### src/rtl/dmem_arbiter.sv
// Shares the single-port data memory between the core and a host port.
// The core has priority; a wait counter forces one host slot by stalling the core.
module dmem_arbiter #(
  parameter int unsigned MAX_WAIT = 4,
  parameter int unsigned CNT_W    = 4
) (
  input  logic        clk,
  input  logic        rst_n,
  input  logic        cpu_memread,
  input  logic        cpu_memwrite,
  input  logic [31:0] cpu_addr,
  input  logic [31:0] cpu_wdata,
  output logic [31:0] cpu_rdata,
  output logic        cpu_stall,
  input  logic        host_valid,
  output logic        host_ready,
  input  logic        host_we,
  input  logic [31:0] host_addr,
  input  logic [31:0] host_wdata,
  output logic        host_rvalid,
  output logic [31:0] host_rdata,
  output logic        mem_we,
  output logic [31:0] mem_addr,
  output logic [31:0] mem_wdata,
  input  logic [31:0] mem_rdata
);

  localparam int unsigned DATA_W = 32;
  localparam logic [CNT_W-1:0] CNT_MAX   = '1;
  localparam logic [CNT_W-1:0] CNT_LIMIT = CNT_W'(MAX_WAIT);

  logic [CNT_W-1:0]  wait_cnt;
  logic [CNT_W-1:0]  wait_cnt_nxt;
  logic              cpu_acc;
  logic              at_limit;
  logic              host_force;
  logic              host_grant;
  logic              rvalid_nxt;
  logic [DATA_W-1:0] rdata_nxt;

  // With no wait budget the host is always at its limit; avoids a constant compare.
  generate
    if (MAX_WAIT == 0) begin : g_no_wait
      assign at_limit = 1'b1;
    end else begin : g_wait
      assign at_limit = (wait_cnt >= CNT_LIMIT);
    end
  endgenerate

  // Grant decision and memory port mux.
  always_comb begin
    cpu_acc    = cpu_memread | cpu_memwrite;
    host_force = host_valid & at_limit;
    host_grant = host_valid & (~cpu_acc | host_force);
    host_ready = host_grant;
    cpu_stall  = host_force & cpu_acc;
    cpu_rdata  = mem_rdata;
    mem_addr   = cpu_addr;
    mem_wdata  = cpu_wdata;
    mem_we     = cpu_memwrite;
    if (host_grant) begin
      mem_addr  = host_addr;
      mem_wdata = host_wdata;
      mem_we    = host_we;
    end
  end

  // Wait counter: clears on acceptance or an idle host, otherwise saturating count.
  always_comb begin
    wait_cnt_nxt = wait_cnt;
    if (!host_valid || host_grant) begin
      wait_cnt_nxt = '0;
    end else if (wait_cnt != CNT_MAX) begin
      wait_cnt_nxt = wait_cnt + CNT_W'(1);
    end
  end

  // Read return captured one cycle after an accepted host read.
  always_comb begin
    rvalid_nxt = host_grant & ~host_we;
    rdata_nxt  = host_rdata;
    if (rvalid_nxt) begin
      rdata_nxt = mem_rdata;
    end
  end

  always_ff @(posedge clk or negedge rst_n) begin
    if (!rst_n) begin
      wait_cnt    <= '0;
      host_rvalid <= 1'b0;
      host_rdata  <= '0;
    end else begin
      wait_cnt    <= wait_cnt_nxt;
      host_rvalid <= rvalid_nxt;
      host_rdata  <= rdata_nxt;
    end
  end

endmodule

### config.mk
export PLATFORM = sky130hd
export DESIGN_NAME = dmem_arbiter
export DESIGN_NICKNAME = d
export VERILOG_FILES = /design/src/rtl/dmem_arbiter.sv
export SDC_FILE = /design/constraint.sdc
export NUM_CORES = 1
export LEC_CHECK = 0
export ABC_AREA = 1
export BUFFER_PORTS_ARGS = -buffer_cell sky130_fd_sc_hd__buf_2
export CORE_AREA = 2 2 114 116
export DETAILED_ROUTE_END_ITERATION = 8
export DIE_AREA = 0 0 116 118
export PLACE_DENSITY = 0.59
export RECOVER_POWER = 50
export SYNTH_ARGS = -nofsm -noshare
export SYNTH_HDL_FRONTEND = slang
export SYNTH_SLANG_ARGS = --single-unit
### constraint.sdc
create_clock -name clk -period 3 [get_ports clk]
set_input_delay 0.3 -clock clk [delete_from_list [all_inputs] [get_ports clk]]
set_output_delay 0.3 -clock clk [all_outputs]
set_load 0.03 [all_outputs]
# ---- Word level (Yosys, flattened, before mapping)
# Index checks and enable logic that the tools add are counted.
dict set report word_totals {
  word_cells 22
  mem_bits_rw 0
  reg_bits 37
  mem_bits_ro 0
  n_memories 0
  latch_bits 0
  input_bits 166
}
dict set report op_classes {
  n_mux 5
  order_cmp 1
  n_div 0
  n_mul 0
  shift 0
  add_sub_neg 1
  n_bitwise 8
  eq_ne 1
  n_reduce_logical 3
}
# cell count
set ops {}
lappend ops {{32-bit 2-to-1 mux} 2}
lappend ops {{4-bit 2-to-1 mux} 2}
lappend ops {{4-bit by 1-bit adder with 4-bit output (second input constant)} 1}
lappend ops {{1-bit AND} 4}
lappend ops {{4-bit by 3-bit greater-or-equal comparator with 1-bit output (second input constant)} 1}
lappend ops {{4-bit inequality test (second input constant)} 1}
lappend ops {{1-bit inverter} 2}
lappend ops {{1-bit bitwise OR} 2}
lappend ops {{2-bit nonzero test} 1}
lappend ops {{1-bit logical NOT} 1}
lappend ops {{1-bit logical OR} 1}
lappend ops {{1-bit 2-to-1 mux} 1}

# ---- Depth between registers and ports, before layout
dict set report depth {
  word_depth 6
  ltp_mapped 7
  mapped_depth_nobuf 6
}

# ---- Worst setup path after synthesis
# OpenSTA, ideal clock, no wires.
dict set report synth_timing {
  path_kind {reg-to-output}
  start {register wait_cnt[2]}
  end {output port mem_wdata[13]}
  path_slack_ns 1.200
  required_ns 2.700
  stages_incl_launch_ff 6
  arrival_time_ns 1.500
  path_cell_list {dfrtp_1 -> nor2_1 -> a21oi_4 -> clkbuf_1 -> nand2_1 -> nand2_1}
}
dict set report synth_via {
  elab_chain_len 5
}
# element line_no
set synth_rtl {}
lappend synth_rtl {{from (decl)} 32} ;# logic [CNT_W-1:0] wait_cnt;
lappend synth_rtl {{from (signal assigned)} 93} ;# wait_cnt <= wait_cnt_nxt;
lappend synth_rtl {{4-bit by 3-bit greater-or-equal comparator with 1-bit output} 46} ;# assign at_limit = (wait_cnt >= CNT_LIMIT);
lappend synth_rtl {{1-bit AND} 53} ;# host_force = host_valid & at_limit;
lappend synth_rtl {{1-bit bitwise OR} 54} ;# host_grant = host_valid & (~cpu_acc | host_force);
lappend synth_rtl {{1-bit AND} 54}
lappend synth_rtl {{named net host_ready} 16} ;# output logic host_ready,
lappend synth_rtl {{32-bit 2-to-1 mux} 61} ;# if (host_grant) begin
lappend synth_rtl {{to (decl)} 24} ;# output logic [31:0] mem_wdata,
# The timed path passes the listed nets, and every way through them passes these cells.

# ---- Worst setup path after layout
dict set report layout_timing {
  start {register wait_cnt[2]}
  end {output port mem_wdata[22]}
}
dict set report layout_via {
  elab_chain_len 5
}
# element line_no
set layout_rtl {}
lappend layout_rtl {{4-bit by 3-bit greater-or-equal comparator with 1-bit output} 46}
lappend layout_rtl {{1-bit AND} 53}
lappend layout_rtl {{1-bit bitwise OR} 54}
lappend layout_rtl {{1-bit AND} 54}
lappend layout_rtl {{32-bit 2-to-1 mux} 61}
# Every way passes these cells.

==> results.yml <==
run_status:
  status: "finished, violations left"
  violations: "max-capacitance violations, max-slew violations"
yosys:
  synth_top_area_cell: "nand2_1"
  synth_top_family_by_area: "simple AND/OR/NAND/NOR gates"
  synth_compound_area_frac: 0.00651
  ys_ff_latch: 37
  seq_area_frac_synth: 0.370
  synth_fp_nets: 567
  synth_ff_type: "dfrtp_1"
  syn_avg_cell_area_um2: 6.25
  synth_edf_count: 0
  synthCells: 400
  yosys_warnings: 0
  synth_top_area_frac: 0.387
  synthAdderAreaFrac: 0.00501
  async_flop_share: 1.00
  syn-cell-area_um2: 2500
  synthSimpleGateAreaFrac: 0.465
  synth.distinct_cells: 14
  yosys.area_share.xor_xnor: 0.00350
  synthTopCellsByArea: "nand2_1, dfrtp_1, buf_4"
  synthMuxAreaShare: 0
clock_network:
  cts-hold-fix-buffers: 0
  clk_pin_slew_worst_paths_ns: 0.05
  cts_root_buffer: "clkbuf_16"
  clockBufferDepth: 2
  cts_sinks: 37
  numCtsBuffers: 5
  clkLatencyLatePin_ns: 0.27
  cts-resized-gates: 0
  postCtsSetupRepairBufs: 0
  htree_levels: 2
  cts_tree: "done"
worst_setup_path:
  rrSetupSlack_ns: 1.57
  worstReg2RegEnd: "host_rvalid"
  crit_path_start_kind: "register"
  rr_worst_depth: 5
  crit_end: "mem_wdata[22]"
  cp-end-kind: "primary output"
  crit_type: "register to primary output"
  cp-startpoint: "wait_cnt[2]"
  crit_arrival_ns: 1.91
  timing.rr.start: "wait_cnt[2]"
  worst-path-max-fanout: 51
  critPathRequiredTime_ns: 2.70
sta:
  drv_slew: 38
  worst_slew_pin_slew_ns: 1.98
  rsz0062_at_grt: "no"
  final_critical_path_setup_slack_ns: 0.786
  fin_skew_ns: 0.00263
  setup_viol: 0
  fmax_ghz: 0.452
  slew_headroom: -0.317
  tns_ns: 0
  hold_slack_ns: 0.268
  post-route-min-period_ns: 2.21
  period_share: 0.738
  hold_viol_final: 0
pwr:
  p_per_area_nw_per_um2: 489
  p_int_mw: 1.11
  cellLeakagePower_nw: 2.47
  combPwrFrac: 0.438
  seqPwrFrac: 0.315
  finalPower_mw: 1.94
  ir_drop_mv: 0.217
  clkPwrFrac: 0.247
  p_sw_frac: 0.428
  p_sw_mw: 0.830
floorplanning:
  rows: 41
  io_pins: 298
  die_h_um: 118
  core_um2: 12400
  start_util: 0.201
  die_area_um2: 13700
  die_w_um: 116
detailed_routing:
  first_pass_iters: 4
  finalWirelength_um: 9490
  drt_iter0_drc: 161
  final_antenna_net_count: 0
  num_vias: 3202
  drc: 0
  routed_via_density: 3.88
  post_drt_wl_per_cell_um: 11.5
placed_design:
  placed_area_um2: 3910
  numPlacedInstances: 819
  routabilityCongestion: 0.777
  pre_cts_ws_ns: 1.03
  dp_hpwl_um: 7450
  numPortBuffers: 297
final_layout:
  nFillCells: 1445
  fin_area_um2: 3970
  finalNonFillerCells: 825
  fin_nets: 821
  drive_gt1_frac: 0.377
  fin_util: 0.319
  antenna_cells: 0
  areaGrowthSynthToFinish_pct: 58.6
global_routing:
  grt_overflow: 0
  grt_max_degree: 97
  antenna_found_initial: 0
  grt_pass1_vias: 2844
  grt_use_total: 0.124
  grt_pass1_wl_um: 13800
hold_path:
  hold_depth: 3
  worstHoldPathType: "input port to register"
flow_run:
  cap_violations: 1
[logic make-up (layout without fill, tap and decap cells)]
logic type / Yosys count / in the layout
flip-flops: 37 / 37
XOR/XNOR: 1 / 1
buffers and inverters: 61 / 314
other: 1 / 1
adder cells (fa/ha/maj): 1 / 1
AND/OR/NAND/NOR: 298 / 298
AO/OA/AOI/OAI: 1 / 1
[layout make-up]
| class | count | area, um2 | share of cell area |
|---|---|---|---|
| timing repair buffer | 301 | 1460 | 0.369 |
| multi-input combinational | 302 | 1200 | 0.304 |
| tap | 172 | 215 | 0.0543 |
| clock inverter | 1 | 5.00 | 0.00126 |
| sequential | 37 | 926 | 0.234 |
| clock buffer | 5 | 125 | 0.0316 |
| inverter | 7 | 26.3 | 0.00663 |
[power by group through the flow]
stage | Combinational [mW] | Sequential (mW) | Clock [mW]
final | 0.850 | 0.612 | 0.479
after global routing | 0.919 | 0.622 | 0.511
after CTS | 0.882 | 0.609 | 0.499
after detailed placement | 0.883 | 0.615 | 0
after global placement | 0.882 | 0.616 | 0
after floorplan | 0.429 | 0.762 | 0
[worst max-delay path, cell delays in order, from the launching register on]
cell and delay (ns):
dfrtp_1 0.38, nor2_1 0.27, a21oi_4 0.13, inv_2 0.22, buf_12 0.25, nand2_1 0.09, nand2_1 0.07, buf_2 0.19
[metal layers]
layer | wire length [um] | global-route usage | share of wire
met1 | 4020 | 0.153 | 0.42
met2 | 4430 | 0.215 | 0.47
met3 | 962 | 0.0314 | 0.10
met4 | 77 | 0.0253 | 0.0081
met5 | 0 | 0 | 0
[registers in the layout (all words and copies together) (netlist names)]
| signal | count |
|---|---|
| host_rdata | 32 |
| host_rvalid | 1 |
| wait_cnt | 4 |
[how the worst min path moves through the flow]
stage / from / to / slack [ns]
final: mem_rdata[18] / host_rdata[18] / 0.27
after global routing: mem_rdata[23] / host_rdata[23] / 0.28
after CTS: rst_n / host_rdata[10] / 0.15
after detailed placement: wait_cnt[0] / wait_cnt[0] / 0.43
after global placement: wait_cnt[0] / wait_cnt[0] / 0.43
after floorplan: rst_n / host_rdata[0] / 0.004
[cell usage after synthesis, types with 6 or more instances]
cell	n
buf_4	34
nor2_1	6
buf_2	10
inv_1	6
nand2_1	258
clkbuf_1	10
dfrtp_1	37
nand3_1	33
[cells in the final DEF, fill, tap and decap left out, drive strengths merged]
| master | synthesis | final |
|---|---|---|
| clkbuf | 10 | 68 |
| clkinv | 0 | 1 |
| buf | 44 | 238 |
| inv | 7 | 7 |
| nor2 | 6 | 6 |
| xnor2 | 1 | 1 |
| nand3 | 33 | 33 |
| ha | 1 | 1 |
| nand2 | 258 | 258 |
| dfrtp | 37 | 37 |
| a21oi | 1 | 1 |
| nor3b | 1 | 1 |
| conb | 1 | 1 |
No activity file was read; power rests on OpenSTA's default activity.
